<file path="src/rtl/txheaderbit_gen_pkg.sv">
// Shared constants, header payload layout and LFSR step helpers for the TX header path.
package txheaderbit_gen_pkg;

  localparam int unsigned CNT_W     = 8;
  localparam int unsigned IDX_W     = 5;
  localparam int unsigned HEC_W     = 8;
  localparam int unsigned WHT_W     = 7;
  localparam int unsigned INFO_BITS = 10;

  localparam logic [CNT_W-1:0] BR_END    = 8'd57;
  localparam logic [CNT_W-1:0] EDR_END   = 8'd73;
  localparam logic [CNT_W-1:0] CNT_IDLE  = 8'hFF;
  localparam logic [CNT_W-1:0] HDR_ST    = 8'd3;
  localparam logic [CNT_W-1:0] HDR_FIRST = 8'd4;
  localparam logic [CNT_W-1:0] HDR_LAST  = 8'd33;
  localparam logic [CNT_W-1:0] HEC_FIRST = 8'd34;
  localparam logic [CNT_W-1:0] HEC_LAST  = 8'd57;
  localparam logic [CNT_W-1:0] GUARD_AT  = 8'd57;
  localparam logic [CNT_W-1:0] SYNC_AT   = 8'd62;

  localparam logic [HEC_W-1:0] HEC_POLY   = 8'hA7;
  localparam logic [WHT_W-1:0] WHITEN_TAP = 7'h10;

  localparam logic [IDX_W-1:0] IDX_LT   = 5'd0;
  localparam logic [IDX_W-1:0] IDX_TYPE = 5'd3;
  localparam logic [IDX_W-1:0] IDX_FLOW = 5'd7;
  localparam logic [IDX_W-1:0] IDX_ARQN = 5'd8;
  localparam logic [IDX_W-1:0] IDX_SEQN = 5'd9;
  localparam logic [IDX_W-1:0] IDX_HEC  = 5'd10;
  localparam logic [IDX_W-1:0] IDX_LAST = 5'd17;

  localparam logic [3:0] TYPE_NULL = 4'd0;
  localparam logic [3:0] TYPE_POLL = 4'd1;
  localparam logic [3:0] TYPE_FHS  = 4'd2;

  // Packed so that bit i of the struct is info bit index i (LSB first on air).
  typedef struct packed {
    logic       seqn;
    logic       arqn;
    logic       flow;
    logic [3:0] pk_type;
    logic [2:0] lt_addr;
  } hdr_t;

  function automatic logic [HEC_W-1:0] hec_step(input logic [HEC_W-1:0] h, input logic info);
    return {h[HEC_W-2:0], 1'b0} ^ ((info ^ h[HEC_W-1]) ? HEC_POLY : '0);
  endfunction

  function automatic logic [WHT_W-1:0] whiten_step(input logic [WHT_W-1:0] w);
    return {w[WHT_W-2:0], w[WHT_W-1]} ^ (w[WHT_W-1] ? WHITEN_TAP : '0);
  endfunction

endpackage

</file>
<file path="src/rtl/txheaderbit_gen_lfsr.sv">
// HEC and whitening LFSRs with load/shift enables; next-state values exposed for look-ahead.
module hec_whiten_lfsr
  import txheaderbit_gen_pkg::*;
(
  input  logic             clk_6M,
  input  logic             rstz,
  input  logic             load,
  input  logic [HEC_W-1:0] hec_seed,
  input  logic [WHT_W-1:0] white_seed,
  input  logic             hec_shift,
  input  logic             info,
  input  logic             white_shift,
  output logic [WHT_W-1:0] white,
  output logic [HEC_W-1:0] hec_nx_c,
  output logic [WHT_W-1:0] white_nx_c
);

  logic [HEC_W-1:0] hec;

  always_comb begin
    hec_nx_c   = hec;
    white_nx_c = white;
    if (load) begin
      hec_nx_c   = hec_seed;
      white_nx_c = white_seed;
    end else begin
      if (hec_shift)   hec_nx_c   = hec_step(hec, info);
      if (white_shift) white_nx_c = whiten_step(white);
    end
  end

  always_ff @(posedge clk_6M or negedge rstz) begin
    if (!rstz) begin
      hec   <= '0;
      white <= '0;
    end else begin
      hec   <= hec_nx_c;
      white <= white_nx_c;
    end
  end

endmodule

</file>
<file path="src/rtl/txheaderbit_gen.sv">
// Baseband TX header serialiser: bit counter, phase strobes, HEC, whitening and FEC 1/3.
module txheaderbit_gen
  import txheaderbit_gen_pkg::*;
(
  input  logic             clk_6M,
  input  logic             rstz,
  input  logic             p_1us,
  input  logic             tx_trailer_st_p,
  input  logic             psfhs,
  input  logic             inquiryfhs,
  input  logic             conns,
  input  logic             packet_BRmode,
  input  logic [2:0]       lt_addr,
  input  logic [3:0]       pk_type,
  input  logic             flow,
  input  logic             arqn,
  input  logic             seqn,
  input  logic [HEC_W-1:0] hec_init,
  input  logic             regi_txwhitening,
  input  logic [27:0]      CLK,
  output logic             txbit,
  output logic             tx_en,
  output logic             header_en,
  output logic             hec_en,
  output logic             header_st_p,
  output logic             guard_st_p,
  output logic             edrsync11_st_p,
  output logic             py_st_p,
  output logic [WHT_W-1:0] whitening
);

  logic [CNT_W-1:0] all_bitcount, count_nx, end_val;
  logic             header_packet_period, period_nx;
  logic [1:0]       fec31count, fec_nx;
  logic [IDX_W-1:0] info_idx, idx_nx;
  hdr_t             hdr, hdr_nx;
  logic [INFO_BITS-1:0] hdr_bits, hdr_nx_bits;
  logic             br_mode, packet_endp, fec31inc_p;
  logic             hec_shift, white_shift, info_cur, info_nx, tx_en_nx;
  logic [HEC_W-1:0] hec_nx;
  logic [WHT_W-1:0] white_nx;
  logic             unused_clk;

  assign unused_clk = ^{CLK[27:7], CLK[0]};

  function automatic logic in_win(input logic [CNT_W-1:0] c, input logic [CNT_W-1:0] lo,
                                  input logic [CNT_W-1:0] hi);
    return (c >= lo) && (c <= hi);
  endfunction

  assign br_mode     = psfhs | inquiryfhs | (conns & packet_BRmode);
  assign end_val     = br_mode ? BR_END : EDR_END;
  assign packet_endp = header_packet_period && (all_bitcount == end_val);

  // Bit counter: end of packet beats restart, restart beats increment.
  always_comb begin
    count_nx  = all_bitcount;
    period_nx = header_packet_period;
    if (p_1us) begin
      if (packet_endp) begin
        count_nx  = CNT_IDLE;
        period_nx = 1'b0;
      end else if (tx_trailer_st_p) begin
        count_nx  = 8'd1;
        period_nx = 1'b1;
      end else if (header_packet_period) begin
        count_nx  = all_bitcount + 8'd1;
      end
    end
  end

  assign header_st_p    = p_1us & header_packet_period & (all_bitcount == HDR_ST);
  assign guard_st_p     = p_1us & header_packet_period & !br_mode & (all_bitcount == GUARD_AT);
  assign edrsync11_st_p = p_1us & header_packet_period & !br_mode & (all_bitcount == SYNC_AT);
  assign py_st_p        = p_1us & packet_endp;

  assign fec31inc_p  = p_1us & tx_en & (fec31count == 2'd2);
  assign hec_shift   = fec31inc_p & (info_idx < IDX_HEC);
  assign white_shift = fec31inc_p & (info_idx <= IDX_LAST);
  assign hdr_bits    = hdr;
  assign hdr_nx_bits = hdr_nx;
  assign tx_en_nx    = period_nx & in_win(count_nx, HDR_FIRST, HEC_LAST);

  // Look-ahead of the next transmitted bit so txbit is ready a tick early.
  always_comb begin
    hdr_nx = hdr;
    fec_nx = fec31count;
    idx_nx = info_idx;
    if (header_st_p) begin
      hdr_nx.lt_addr = lt_addr;
      hdr_nx.pk_type = pk_type;
      hdr_nx.flow    = flow;
      hdr_nx.arqn    = arqn;
      hdr_nx.seqn    = seqn;
      fec_nx         = '0;
      idx_nx         = '0;
    end else if (!tx_en) begin
      fec_nx = '0;
    end else if (p_1us) begin
      fec_nx = (fec31count == 2'd2) ? 2'd0 : fec31count + 2'd1;
      if (fec31inc_p && (info_idx <= IDX_LAST)) idx_nx = info_idx + 5'd1;
    end
    info_cur = (info_idx < IDX_HEC) ? hdr_bits[info_idx[3:0]] : 1'b0;
    info_nx  = (idx_nx < IDX_HEC) ? hdr_nx_bits[idx_nx[3:0]]
                                  : hec_nx[3'(IDX_LAST - idx_nx)];
  end

  hec_whiten_lfsr u_lfsr (
    .clk_6M      (clk_6M),
    .rstz        (rstz),
    .load        (header_st_p),
    .hec_seed    (hec_init),
    .white_seed  ({1'b1, CLK[6:1]}),
    .hec_shift   (hec_shift),
    .info        (info_cur),
    .white_shift (white_shift),
    .white       (whitening),
    .hec_nx_c    (hec_nx),
    .white_nx_c  (white_nx)
  );

  always_ff @(posedge clk_6M or negedge rstz) begin
    if (!rstz) begin
      all_bitcount         <= CNT_IDLE;
      header_packet_period <= 1'b0;
      fec31count           <= '0;
      info_idx             <= '0;
      hdr                  <= '0;
      txbit                <= 1'b0;
      tx_en                <= 1'b0;
      header_en            <= 1'b0;
      hec_en               <= 1'b0;
    end else begin
      all_bitcount         <= count_nx;
      header_packet_period <= period_nx;
      fec31count           <= fec_nx;
      info_idx             <= idx_nx;
      hdr                  <= hdr_nx;
      tx_en                <= tx_en_nx;
      header_en            <= period_nx & in_win(count_nx, HDR_FIRST, HDR_LAST);
      hec_en               <= period_nx & in_win(count_nx, HEC_FIRST, HEC_LAST);
      if (p_1us) txbit <= tx_en_nx ? (info_nx ^ (regi_txwhitening & white_nx[WHT_W-1])) : 1'b0;
    end
  end

endmodule

</file>
<file path="config.mk">
export PLATFORM = sky130hd
export DESIGN_NAME = txheaderbit_gen
export DESIGN_NICKNAME = d
export VERILOG_FILES = /design/src/rtl/txheaderbit_gen_pkg.sv /design/src/rtl/txheaderbit_gen_lfsr.sv /design/src/rtl/txheaderbit_gen.sv
export SDC_FILE = /design/constraint.sdc
export NUM_CORES = 1
export LEC_CHECK = 0
export ABC_AREA = 1
export CAP_MARGIN = 25
export CORE_UTILIZATION = 54
export DETAILED_ROUTE_END_ITERATION = 8
export GPL_TIMING_DRIVEN = 1
export PLACE_DENSITY = 0.84
export SETUP_SLACK_MARGIN = 0.4
export SYNTH_ARGS = -nofsm -noshare
export SYNTH_HDL_FRONTEND = slang
export SYNTH_SLANG_ARGS = --single-unit
</file>
<file path="constraint.sdc">
create_clock -name clk_6M -period 4.1 [get_ports clk_6M]
set_input_delay 1.23 -clock clk_6M [delete_from_list [all_inputs] [get_ports clk_6M]]
set_output_delay 1.23 -clock clk_6M [all_outputs]
set_load 0.05 [all_outputs]
</file>
Yosys cells after proc, flatten, opt, wreduce, memory -nomap -nowiden
Cells that the tools add are included.
{"block": "totals", "ff_bits": 45, "word_cells": 96}
{"block": "classes", "addsub": 4, "magnitude_cmp": 10, "eq_ne": 6, "mux": 32, "bitwise_logic": 21, "n_reduce_logical": 7}
{"cell": "$mux 8", "count": 7}
{"cell": "$mux 5", "count": 5}
{"cell": "$mux 7", "count": 3}
{"cell": "$eq 8x6->1 const B", "count": 2}
{"cell": "$le 8x6->1 const B", "count": 2}
{"cell": "$and 1x1->1", "count": 15}
{"cell": "$lt 4x5->1 const B", "count": 2}
{"cell": "$lt 5x4->1 const B", "count": 2}
{"cell": "$mux 10", "count": 1}
{"cell": "$mux 1", "count": 9}
{"cell": "$add 8x1->8 const B", "count": 1}
{"cell": "$bmux 1 s4", "count": 2}
{"cell": "$eq 8x2->1 const B", "count": 1}
{"cell": "$eq 8x7->1", "count": 1}
{"cell": "$ge 8x3->1 const B", "count": 1}
{"cell": "$ge 8x6->1 const B", "count": 1}
{"cell": "$mux 2", "count": 4}
{"cell": "$xor 8x8->8", "count": 1}
{"cell": "$xor 7x7->7", "count": 1}
{"cell": "$add 5x1->5 const B", "count": 1}
{"cell": "$le 5x5->1 const B", "count": 1}
{"cell": "$logic_and 1x1->1", "count": 5}
{"cell": "$lt 3x4->1 const B", "count": 1}
{"cell": "$bmux 1 s3", "count": 1}
{"cell": "8 further kinds", "count": 10}

Logic depth before layout (Yosys ltp)
{"block": "logic_depth", "word_depth": 13, "ltp_mapped": 20}

By module
Synthesis repeated with hierarchy kept, for this count alone.
{"block": "unflattened", "hier_cells": 411, "area_unflattened_um2": 2834.0}
{"module": "txheaderbit_gen", "n_inst": 1, "cells_each": 304, "area_each_um2": 2050.7}
{"module": "hec_whiten_lfsr", "n_inst": 1, "cells_each": 107, "area_each_um2": 783.3}

Worst setup path before layout
Ideal clock, no wire load.
{"block": "synth_path", "path_type": "input -> output", "startpoint": "input conns", "endpoint": "output edrsync11_st_p", "arrival_time_ns": 2.923, "setup_slack_ns": -0.053, "path_stages": 5, "path_cell_list": "nand2_1 -> nand3_1 -> inv_1 -> nand2_1 -> nor4_1"}
{"block": "synth_between", "elab_chain_len": 5}
{"item": "from (decl)", "line_no": "txheaderbit_gen.sv:11", "rtl": "input logic conns,"}
{"item": "$and 1x1->1", "line_no": "txheaderbit_gen.sv:51", "rtl": "assign br_mode = psfhs | inquiryfhs | (conns & packet_BRmode);"}
{"item": "$or 1x1->1", "line_no": "txheaderbit_gen.sv:51"}
{"item": "$logic_not 1->1", "line_no": "txheaderbit_gen.sv:74", "rtl": "assign edrsync11_st_p = p_1us & header_packet_period & !br_mode & (all_bitcount == SYNC_AT);"}
{"item": "$and 1x1->1 (2 in series)", "line_no": "txheaderbit_gen.sv:74"}
{"item": "to (decl)", "line_no": "txheaderbit_gen.sv:27", "rtl": "output logic edrsync11_st_p,"}
No other way between the ends.

Worst setup path after layout
{"block": "layout_path", "startpoint": "input p_1us", "endpoint": "output edrsync11_st_p"}
{"block": "layout_between", "elab_chain_len": 3}
{"item": "from (decl)", "line_no": "txheaderbit_gen.sv:7", "rtl": "input logic p_1us,"}
{"item": "$and 1x1->1 (3 in series)", "line_no": "txheaderbit_gen.sv:74"}
No other way between the ends.

==> results.yml <==
setup_path:
  crit_path_frequent_cell: "nand2_1"
  crit_end: "edrsync11_st_p"
  r2r_start: "all_bitcount[0]"
  crit_chain: "dlygate4sd2_1 > nand2_1 > inv_1 > nand2_1 > nor4_1 > buf_4 > buf_12"
  worstPathRequired_ns: 2.87
  reg2reg_depth: 14
  start_kind: "input pin"
  slowest_stage: "dlygate4sd2_1"
  crit_start: "p_1us"
  crit_type: "input pin to primary output"
  regToRegEndpoint: "txbit"
  cp_max_fo: 6
  cp-end-kind: "primary output"
  cp_slowest_stage_delay_ns: 0.33
  arrival_ns: 2.32
  reg2reg_slack_ns: 1.32
power_and_ir_drop:
  pwr-share-clk: 0.154
  pwr-share-seq: 0.309
  p_int_mw: 1.39
  p_sw_mw: 1.20
  powerDensity_mw_per_mm2: 714
  pwr-share-comb: 0.537
  irDropWorstVdd_v: 0.000444
  leakage_nw: 1.79
  switching_share: 0.464
floorplanning:
  rows: 26
  initial_core_util: 0.559
  die-width_um: 74.5
  die-area_mm2: 0.00555
  core_mm2: 0.00507
  io_pins: 70
  fp.dieH_um: 74.5
global_route:
  grt-ovfl-total: 0
  grt_pass1_vias: 2649
  grt_use_total: 0.282
  grt_pass1_wl_um: 11900
  grt_max_degree: 46
  antenna_found_initial: 0
finish:
  antenna_cells: 0
  drive_gt1_frac: 0.120
  final-instance-count-excl-fill: 520
  synthToLayoutAreaGrowth_pct: 28.1
  seqCellArea_mm2: 0.00114
  final_common_cell: "nand2_1"
  multiInputGateArea_mm2: 0.00141
  layout_common_cells: "90 x nand2_1, 59 x inv_1, 46 x nand3_1"
  fin_nets: 510
  nFillCells: 399
  finalInstanceArea_mm2: 0.00363
cts:
  cts_sinks: 45
  clk_pin_slew_worst_paths_ns: 0.09
  clk_latency_ns: 0.30
  h-tree-depth: 2
  clockBufferDepth: 2
  cts-root-buf: "clkbuf_8"
  cts_buffers: 5
  cts_tree: "done"
timing:
  setup_viol: 0
  hold_viol_final: 0
  worst_pin_slew_ns: 0.526
  final.setup_skew_ns: 0.00860
  fmax_ghz: 0.282
  post-route-period-util: 0.866
  setup_ws_ns: 0.551
  rsz0062_at_grt: "no"
  maxSlewViolCount: 0
  fin_crit_ns: 3.55
  relSlewSlack: 0.646
routing:
  detailroute.via_count: 2922
  drtAntennaViolNets: 0
  wl_per_cell_um: 14.5
  via_per_inst: 5.62
  first_pass_iters: 5
  routed_wl_um: 7560
  drc: 0
  drtIter0Drc: 238
place:
  placed_cell_area_mm2: 0.00346
  dp.cells: 511
  io_buffers: 47
  dpl.hpwl_um: 5420
  place_ws_ns: 0.304
  gp_congestion: 0.915
hold_path:
  hold_class: "flop to flop"
  hp-start: "fec31count[1]"
yosys:
  seq_area_frac_synth: 0.401
  ys_warn_count: 0
  synth_seq_cells: 45
  syn_inst: 392
  syn_nets: 453
  syn-mean-instance-area_um2: 7.24
  ys_top_cells_by_area: "dfrtp_1 33%, nand2_1 12%, nand3_1 8.3%"
  yosysTopAreaCell: "dfrtp_1"
  syn-cell-area_mm2: 0.00284
  synth.top_cell.area_share: 0.326
  yosysUniqueCellTypes: 43
job:
  cap_violations: 0
status:
  run_status: "finished, final reports clean"
==> area by class of cell <==
type / count / area share
multi-input cells: 270 / 0.387
flip-flops and latches: 45 / 0.313
repair buffers: 59 / 0.170
inverters: 68 / 0.0702
well taps: 70 / 0.0241
clock buffers: 5 / 0.0189
clock inverters: 3 / 0.0179
==> kinds of logic after synthesis <==
kind of cell               synth area share
and+or+nand+nor                       0.312
buffers and inverters                 0.107
AOI/OAI and AO/OA                     0.148
DFF                                   0.401
adders and majority gates            0.0265
xor gates and xnor gates            0.00618
==> cells in the mapped netlist <==
library cell,number
o22ai_1,3
inv_2,7
nand2_1,90
nor3b_1,1
nor3b_4,1
a41oi_1,1
nor4_1,3
o21bai_1,2
nor2_4,1
nor4_2,1
dfrtp_1,37
clkbuf_2,1
a21oi_2,1
a21oi_1,20
a31oi_1,2
o21ai_1,6
a22oi_1,4
nor2_1,30
inv_1,60
clkbuf_1,3
nand2_2,1
nor3_2,2
nand3b_1,3
nor3_1,6
nand3_1,47
ha_1,6
buf_2,4
a221oi_1,1
o41ai_1,1
o211ai_2,1
xor2_1,1
o21ai_0,16
nand4_1,4
nor2_2,1
o2111ai_1,2
o21a_1,4
o311ai_0,1
clkinv_1,1
o211ai_1,4
buf_6,1
nand3_2,2
dfstp_2,8
xnor2_1,1
==> power groups by stage <==
stage	Combinational (mW)	Clock, mW	Sequential, mW
final	1.39	0.400	0.803
after global routing	1.54	0.417	0.826
after CTS	1.38	0.401	0.799
after detailed placement	1.36	0	0.807
after global placement	1.32	0	0.796
after floorplan	0.823	0	0.946
==> how the worst min path moves through the flow <==
stage | cells past startpoint | slack [ns] | end
4_1_cts | 1 | 0.49 | fec31count[0]
2_1_floorplan | 1 | 0.46 | fec31count[0]
5_1_grt | 1 | 0.52 | fec31count[0]
3_3_place_gp | 1 | 0.47 | fec31count[0]
6_report | 1 | 0.50 | fec31count[0]
3_5_place_dp | 1 | 0.48 | fec31count[0]
==> metrics by stage <==
stage / util / setup TNS, ns / hold WS, ns / power [mW]
6_report: 0.716 / 0 / 0.496 / 2.60
2_1_floorplan: - / -0.106 / 0.456 / 1.77
3_3_place_gp: 0.683 / 0 / 0.472 / 2.12
3_5_place_dp: 0.683 / 0 / 0.478 / 2.17
5_1_grt: 0.716 / 0 / 0.516 / 2.78
4_1_cts: 0.709 / 0 / 0.491 / 2.58
==> critical path, delay by kind of cell <==
family | cells | cell delay [ns]
buffers and inverters | 4 | 0.70
AND/OR/NAND/NOR | 3 | 0.38
==> per-layer routing <==
metal  wire, um  track usage  vias up
met2       3800        0.517      137
met5          0            0        -
met1       3060        0.348     1363
li1           -            -     1403
met4        132       0.0650        0
met3        565       0.0420       19
==> flip-flops by register name (all words and copies together), names as in the netlist <==
register,count
hdr,10
all_bitcount,8
u_lfsr.hec,8
u_lfsr.white,7
info_idx,5
fec31count,2
header_en,1
header_packet_period,1
hec_en,1
tx_en,1
txbit,1
==> what timing repair did <==
| item | CTS | global route |
|---|---|---|
| pin swaps | 0 | 3 |
| hold buffers | 0 | 0 |
| endpoints found under the hold margin | 0 | 0 |
| endpoints found under the setup margin | 4 | 3 |
| resized for setup | 2 | 6 |
| gates cloned | 0 | 0 |
| setup buffers | 0 | 0 |
Power figures use the tool's default switching activity.
